## src/rtl/ad_ip_jesd204_tpl_dac_fifo.sv

```systemverilog
// Sample FIFO between the DMA AXI-stream and the JESD204 TPL DAC read port, with prime and underflow.
// Define AD_IP_JESD204_TPL_DAC_FIFO_REPEAT_EN to replay the last popped beat on underflow.
module ad_ip_jesd204_tpl_dac_fifo #(
   parameter int unsigned DATA_WIDTH   = 128,
   parameter int unsigned NUM_CHANNELS = 2,
   parameter int unsigned DEPTH_LOG2   = 4,
   parameter int unsigned PRIME_LEVEL  = 8
) (
   input  logic                    link_clk,
   input  logic                    link_resetn,
   input  logic                    s_axis_valid,
   output logic                    s_axis_ready,
   input  logic [DATA_WIDTH-1:0]   s_axis_data,
   input  logic [NUM_CHANNELS-1:0] enable,
   input  logic [NUM_CHANNELS-1:0] dac_valid,
   output logic [DATA_WIDTH-1:0]   dac_ddata,
   output logic                    dac_dunf,
   output logic [DEPTH_LOG2:0]     fifo_level
);

   localparam int unsigned         Depth      = 2 ** DEPTH_LOG2;
   localparam logic [DEPTH_LOG2:0] PrimeLevel = PRIME_LEVEL[DEPTH_LOG2:0];
   localparam logic [DEPTH_LOG2:0] FullDiff   = {1'b1, {DEPTH_LOG2{1'b0}}};
   localparam logic [DEPTH_LOG2:0] PtrOne     = {{DEPTH_LOG2{1'b0}}, 1'b1};

   typedef enum logic [1:0] {StIdle, StPrime, StRun} state_e;

   state_e                state_q;
   logic [DATA_WIDTH-1:0] mem [Depth];
   logic [DEPTH_LOG2:0]   wr_ptr_q;
   logic [DEPTH_LOG2:0]   wr_ptr_d;
   logic [DEPTH_LOG2:0]   rd_ptr_q;
   logic                  ready_en_q;
   logic                  full;
   logic                  empty;
   logic                  wr_en;
   logic                  rd_req;
   logic                  playback_on;
`ifdef AD_IP_JESD204_TPL_DAC_FIFO_REPEAT_EN
   logic [DATA_WIDTH-1:0] last_q;
`endif

   always_comb begin
      full         = (wr_ptr_q ^ rd_ptr_q) == FullDiff;
      empty        = wr_ptr_q == rd_ptr_q;
      s_axis_ready = ready_en_q & ~full;
      wr_en        = s_axis_valid & s_axis_ready;
      wr_ptr_d     = wr_en ? wr_ptr_q + PtrOne : wr_ptr_q;
      fifo_level   = wr_ptr_q - rd_ptr_q;
      rd_req       = |dac_valid;
      playback_on  = |enable;
   end

   always_ff @(posedge link_clk) begin
      if (wr_en) begin
         mem[wr_ptr_q[DEPTH_LOG2-1:0]] <= s_axis_data;
      end
   end

   always_ff @(posedge link_clk or negedge link_resetn) begin
      if (!link_resetn) begin
         state_q    <= StIdle;
         wr_ptr_q   <= '0;
         rd_ptr_q   <= '0;
         ready_en_q <= 1'b0;
         dac_ddata  <= '0;
         dac_dunf   <= 1'b0;
`ifdef AD_IP_JESD204_TPL_DAC_FIFO_REPEAT_EN
         last_q     <= '0;
`endif
      end else begin
         ready_en_q <= 1'b1;
         wr_ptr_q   <= wr_ptr_d;
         dac_dunf   <= 1'b0;
         if (rd_req && state_q != StRun) begin
            dac_ddata <= '0;
         end
         case (state_q)
            StIdle: begin
               // Flush against the post-write pointer so same-cycle writes are dropped too.
               rd_ptr_q <= wr_ptr_d;
`ifdef AD_IP_JESD204_TPL_DAC_FIFO_REPEAT_EN
               last_q   <= '0;
`endif
               if (playback_on) begin
                  state_q <= StPrime;
               end
            end
            StPrime: begin
               if (fifo_level >= PrimeLevel) begin
                  state_q <= StRun;
               end
            end
            StRun: begin
               if (rd_req) begin
                  if (!empty) begin
                     dac_ddata <= mem[rd_ptr_q[DEPTH_LOG2-1:0]];
                     rd_ptr_q  <= rd_ptr_q + PtrOne;
`ifdef AD_IP_JESD204_TPL_DAC_FIFO_REPEAT_EN
                     last_q    <= mem[rd_ptr_q[DEPTH_LOG2-1:0]];
`endif
                  end else begin
                     dac_dunf  <= 1'b1;
`ifdef AD_IP_JESD204_TPL_DAC_FIFO_REPEAT_EN
                     dac_ddata <= last_q;
`else
                     dac_ddata <= '0;
`endif
                  end
               end
            end
            default: state_q <= StIdle;
         endcase
         if (!playback_on) begin
            state_q <= StIdle;
         end
      end
   end

endmodule

```

## config.mk

```make
export PLATFORM = sky130hd
export DESIGN_NAME = ad_ip_jesd204_tpl_dac_fifo
export DESIGN_NICKNAME = d
export VERILOG_FILES = /design/src/rtl/ad_ip_jesd204_tpl_dac_fifo.sv
export SDC_FILE = /design/constraint.sdc
export NUM_CORES = 2
export LEC_CHECK = 0
export ABC_AREA = 1
export BUFFER_PORTS_ARGS = -buffer_cell sky130_fd_sc_hd__buf_2
export CAP_MARGIN = 15
export CORE_ASPECT_RATIO = 1.5
export CORE_MARGIN = 2
export CORE_UTILIZATION = 65
export CTS_BUF_LIST = sky130_fd_sc_hd__clkbuf_8 sky130_fd_sc_hd__clkbuf_16
export CTS_CLUSTER_SIZE = 30
export DETAILED_ROUTE_END_ITERATION = 6
export PLACE_DENSITY_LB_ADDON = 0.25
export SYNTH_ARGS = -nofsm -noshare
export SYNTH_HDL_FRONTEND = slang
export SYNTH_SLANG_ARGS = --single-unit
```

## constraint.sdc

```tcl
create_clock -name link_clk -period 28 [get_ports link_clk]
set_clock_uncertainty 0.15 [all_clocks]
set_input_delay 0 -clock link_clk [delete_from_list [all_inputs] [get_ports link_clk]]
set_output_delay 0 -clock link_clk [all_outputs]
set_load 0.01 [all_outputs]
```

==> Yosys cells after proc, flatten, opt, wreduce, memory -nomap -nowiden <==
Memories as Yosys holds them, arrays and structs flattened.
Index checks and enable logic that the tools add are counted.
{ "classes": {"n_addsub": 3, "div_mod_pow": 0, "order_cmp": 1, "muxes": 16, "n_mul": 0, "shift": 0, "n_bitwise": 4, "n_reduce_logical": 7, "n_eq_ne": 9} }
{ "ops": {"columns": ["op", "n"], "rows": [
  ["128-bit 2-to-1 mux", 4],
  ["5-bit 2-to-1 mux", 3],
  ["5-bit by 1-bit adder with 5-bit output (second input constant)", 2],
  ["5-bit one-hot mux with 2 select lines", 1],
  ["2-bit != test (second input constant)", 4],
  ["2-bit one-hot mux with 3 select lines", 1],
  ["5-bit equality test", 1],
  ["5-bit equality test (second input constant)", 1],
  ["5-bit by 4-bit greater-or-equal comparator with 1-bit output (second input constant)", 1],
  ["1-bit 2-to-1 mux", 5],
  ["5-bit subtractor", 1],
  ["5-bit XOR", 1],
  ["2-bit 2-to-1 mux", 2],
  ["2-bit OR reduction", 2],
  ["3-bit != test (second input constant)", 1],
  ["3-bit AND reduction", 1],
  ["1-bit bitwise AND", 2],
  ["2-bit by 1-bit equality test with 1-bit output (second input constant)", 1],
  ["2-bit equality test (second input constant)", 1],
  ["2-bit zero test", 1],
  ["2-bit AND reduction", 1],
  ["2-bit nonzero test", 1],
  ["1-bit logical AND", 1],
  ["1-bit NOT", 1]
]} }
{ "totals": {"ramBits": 2048, "word_cells": 47, "romBits": 0, "regBits": 142, "memories": 1, "output_inout_bits": 135, "inputBits": 135, "latch_bits": 0} }
{ "memory_table": {"columns": ["memory", "depth", "width", "read_ports", "rd_clocked_by_memory_dff", "write_ports", "line", "source"], "rows": [
  ["mem", 16, 128, 1, 0, 1, "29", "logic [DATA_WIDTH-1:0] mem [Depth];"]
]} }

==> Longest topological paths before layout <==
{ "depth": {"ltp_word": 7, "depth_mapped": 14, "mapped_depth_nobuf": 11} }

==> Worst setup path before layout <==
Ideal clock, no wire load.
{ "synth_timing": {"path_type": "register to register", "start": "reg rd_ptr_q[1]", "end": "mem mem[3][0] (enable)", "setup_time_ps": 772, "slack_ps": 16656, "required_time_ps": 27078, "synth_period_minus_slack_ps": 11344, "path_stages_with_launch": 10, "path_buffers": 2, "arrival_ps": 10421, "path_cell_list": "dfrtp_1 inv_2 clkbuf_1 clkbuf_1 ha_1 nand2_1 nor2_1 nand2_1 nand3_2 nor3_1"} }
{ "synth_between": {"elab_chain_cells": 7} }
{ "synth_rtl": {"columns": ["item", "line", "source"], "rows": [
  ["start: declaration", "32", "logic [DEPTH_LOG2:0] rd_ptr_q;"],
  ["start signal: assignment", "81", "rd_ptr_q <= wr_ptr_d;"],
  ["start signal: assignment", "98", "rd_ptr_q <= rd_ptr_q + PtrOne;"],
  ["5-bit XOR", "44", "full = (wr_ptr_q ^ rd_ptr_q) == FullDiff;"],
  ["5-bit equality test", "44", null],
  ["1-bit NOT", "46", "s_axis_ready = ready_en_q & ~full;"],
  ["1-bit bitwise AND", "46", null],
  ["1-bit bitwise AND", "47", "wr_en = s_axis_valid & s_axis_ready;"],
  ["1-bit 2-to-1 mux", "55", "if (wr_en) begin"],
  ["1-bit 2-to-1 mux (implied by the code)", "56", "mem[wr_ptr_q[DEPTH_LOG2-1:0]] <= s_axis_data;"],
  ["end: declaration", "29", null]
]} }
No other way between the ends.

==> Final worst setup path <==
{ "layout_timing": {"start": "reg rd_ptr_q[2]", "end": "mem mem[5][57] (enable)"} }
The elaborated chain is that of the path after synthesis.

==> metrics.csv <==
metric,value,unit
status,"complete, but fails checks",
violated checks,DRC,
leakage power,0.04495,uW
Post-Synth Simple-Gate Area,0.2146,
clock-pin slew on the worst setup and hold paths,0.07,ns
CTS tree,done,
synth unique cells,27,
DR WL/cell,20.16,um
register share of total power,0.411,
Clock Sinks,2190,
Synth Area in Compound Gates,0.007794,
post-route clock period utilization,0.2186,
Fin. Hold Viols,0,
Combinational Power Share,0.313,
layout cell share with drive strength beyond 1,0.07044,
P_sw,3410,uW
Initial Util,0.6533,
Std-Cell Rows,169,
post-CTS sizing,0,
critical path type,flop to flop,
Mapped Cells,8920,
"commonest non-fill, non-tap cell in the layout",nand2_1,
Die W,311.4,um
clock latency on the worst-skew pair,0.83,ns
largest family of logic cells by synthesized area,simple AND/OR/NAND/NOR gates,
CORE AREA,0.1410,mm2
first-pass GRT wire length,349300,um
Post-Synth XOR/XNOR Area,0.0004752,
ANT nets after route,0,
Initial DRC Count,7287,
worst hold-check path type,input port to flop,
Final #Nets,9427,
gp weighted congestion,0.8069,
Net Sw Frac,0.3607,
Max Clock Freq,163.4,MHz
max-cap violation count,0,
worst vdd ir,0.1088,mV
setup TNS,0,ns
cell area after synthesis,0.09215,mm2
number of antenna violations at the first check in global routing,17,
power per cell area,91.29,mW/mm2
Critical Path RT,28.29,ns
Root Buffer,clkbuf_16,
Via Count,63500,
clk buf depth,3,
post-synthesis register bit count,2190,
CTS Buf Count,189,
post-CTS setup buffer count,0,
Slew HR,0.009962,
clock period minus worst slack,6.120,ns
DIE AREA,0.1449,mm2
mux cell area share after synthesis,0,
vias in the first global route,63140,
total congestion overflow,0,
CTS HTree Levels,4,
Syn Area/Cell,10.33,um2
maximum fanout along the worst path,64,
RSZ-0062 raised after global routing,no,
pin slew with the least headroom to its limit,1.485,ns
first-pass iteration count of the detailed router,7,
die height,465.1,um
GRT Overall Usage,0.3153,
Total Routed Length,228500,um
Crit. End Element,flop,
"Area growth, synth to finish",12.41,%
Finish-stage setup viols,0,
internal power,6045,uW
Detailed Place HPWL,114400,um
Post-Synth Adder-Cell Area,0.001439,
post-DR vias/cell,5.602,
Clk network pwr share,0.276,
total instance count after detailed placement,10720,
Crit path arrival time,6.41,ns
Buffers on Ports,269,
"Seq/Total Area, Yosys",0.7060,
DRC,1,
startpoint types,flop,
pin count of the biggest net entering global routing,246,
most frequent cells in the layout,"nand2_1, edfxtp_1, inv_1",
syn nets,9065,
num ports,270,
YS warnings,0,
Pins Over Slew Limit,0,
final instance count without filler cells,11340,
critical path, cell delays in order (launching register included):
cell and delay (ns):
dfrtp_4 0.92, inv_6 0.44, ha_1 0.53, nand2_1 0.11, nor2_1 0.07, nand2_1 0.15
nand3_2 0.25, inv_1 0.22, nand2_1 0.26, nor2_4 0.63, buf_4 0.78, buf_4 0.97
cells by family after synthesis:
family                   Yosys count
AO/OA/AOI/OAI                    143
XOR/XNOR                           5
adder cells (fa/ha/maj)           10
buffers and inverters           1614
flip-flops                      2190
other                              1
AND/OR/NAND/NOR                 4957
state kept, by name (all words and copies together) (netlist names):
signal      flops
mem          2048
dac_ddata     128
rd_ptr_q        5
wr_ptr_q        5
state_q         2
dac_dunf        1
ready_en_q      1
metrics by stage:
step / hold WS (ns) / instance area [um2] / util / setup slack, ns / total power (uW)
after floorplan: -0.4456 / 92150 / - / 16.66 / 5929
after detailed placement: -0.08951 / 94760 / 0.6718 / 21.95 / 6813
after CTS: 0.002347 / 103500 / 0.7340 / 21.93 / 9436
after global routing: 0.02394 / 103600 / 0.7344 / 21.65 / 9909
final: 0.03921 / 103600 / 0.7344 / 21.88 / 9456
after global placement: -0.09522 / 94760 / 0.6718 / 22.01 / 6741
final timing paths:
check | cells after the start | end | slack, ns | startpoint
worst max register to register | 11 | mem[5][57] | 21.88 | rd_ptr_q[2]
worst max-delay path | 11 | mem[5][57] | 21.88 | rd_ptr_q[2]
max in group asynchronous | 5 | rd_ptr_q[0] | 26.16 | link_resetn
min in group asynchronous | 4 | dac_ddata[69] | 0.14 | link_resetn
worst min register to register | 2 | dac_ddata[40] | 0.32 | dac_ddata[40]
worst min-delay path | 2 | mem[3][75] | 0.04 | s_axis_data[75]
layout make-up:
cell class | instances | area (um2)
antenna | 15 | 37.54
clock buffer | 206 | 4986
clock inverter | 143 | 1201
fill | 9204 | 37460
inverter | 1174 | 4437
multi-input combinational | 5116 | 20810
sequential | 2190 | 65060
tap | 1881 | 2354
timing repair buffer | 611 | 4693
cells in the mapped netlist (all sizes together):
cell / n / area, um2
conb: 1 / 3.750
nor3b: 1 / 12.51
xor2: 3 / 26.28
buf: 286 / 1434
and2: 1 / 6.260
inv: 1174 / 4407
a21oi: 9 / 45.04
nand4: 3 / 18.77
nand3b: 2 / 15.01
clkbuf: 154 / 578.1
o21ai: 133 / 665.6
edfxtp: 2048 / 61500
nor2: 283 / 1062
nand2: 3757 / 14100
nand3: 905 / 4534
fa: 1 / 20.02
ha: 9 / 112.6
a21boi: 1 / 7.510
xnor2: 2 / 17.52
dfrtp: 142 / 3553
nor3: 5 / 25.02
per-layer routing:
layer	part of all wire	global-route usage	up-vias
met3	0.094	0.04381	532
li1	-	-	29270
met1	0.37	0.4072	30410
met5	0.000053	0	-
met2	0.50	0.5389	3288
met4	0.037	0.1353	2
power groups by stage:
stage	registers, uW	clock network (uW)	logic, uW
after global routing	3900	2750	3260
after detailed placement	3950	0	2860
final	3890	2610	2960
after CTS	3890	2620	2930
after global placement	3950	0	2790
after floorplan	3960	0	1960
what timing repair did:
| action | 4_1_cts | 5_1_grt |
|---|---|---|
| hold endpoints to repair | 2253 | 0 |
| endpoints found under the setup margin | 0 | 0 |
| hold buffers | 256 | 0 |
(Power assumes the default switching activity.)
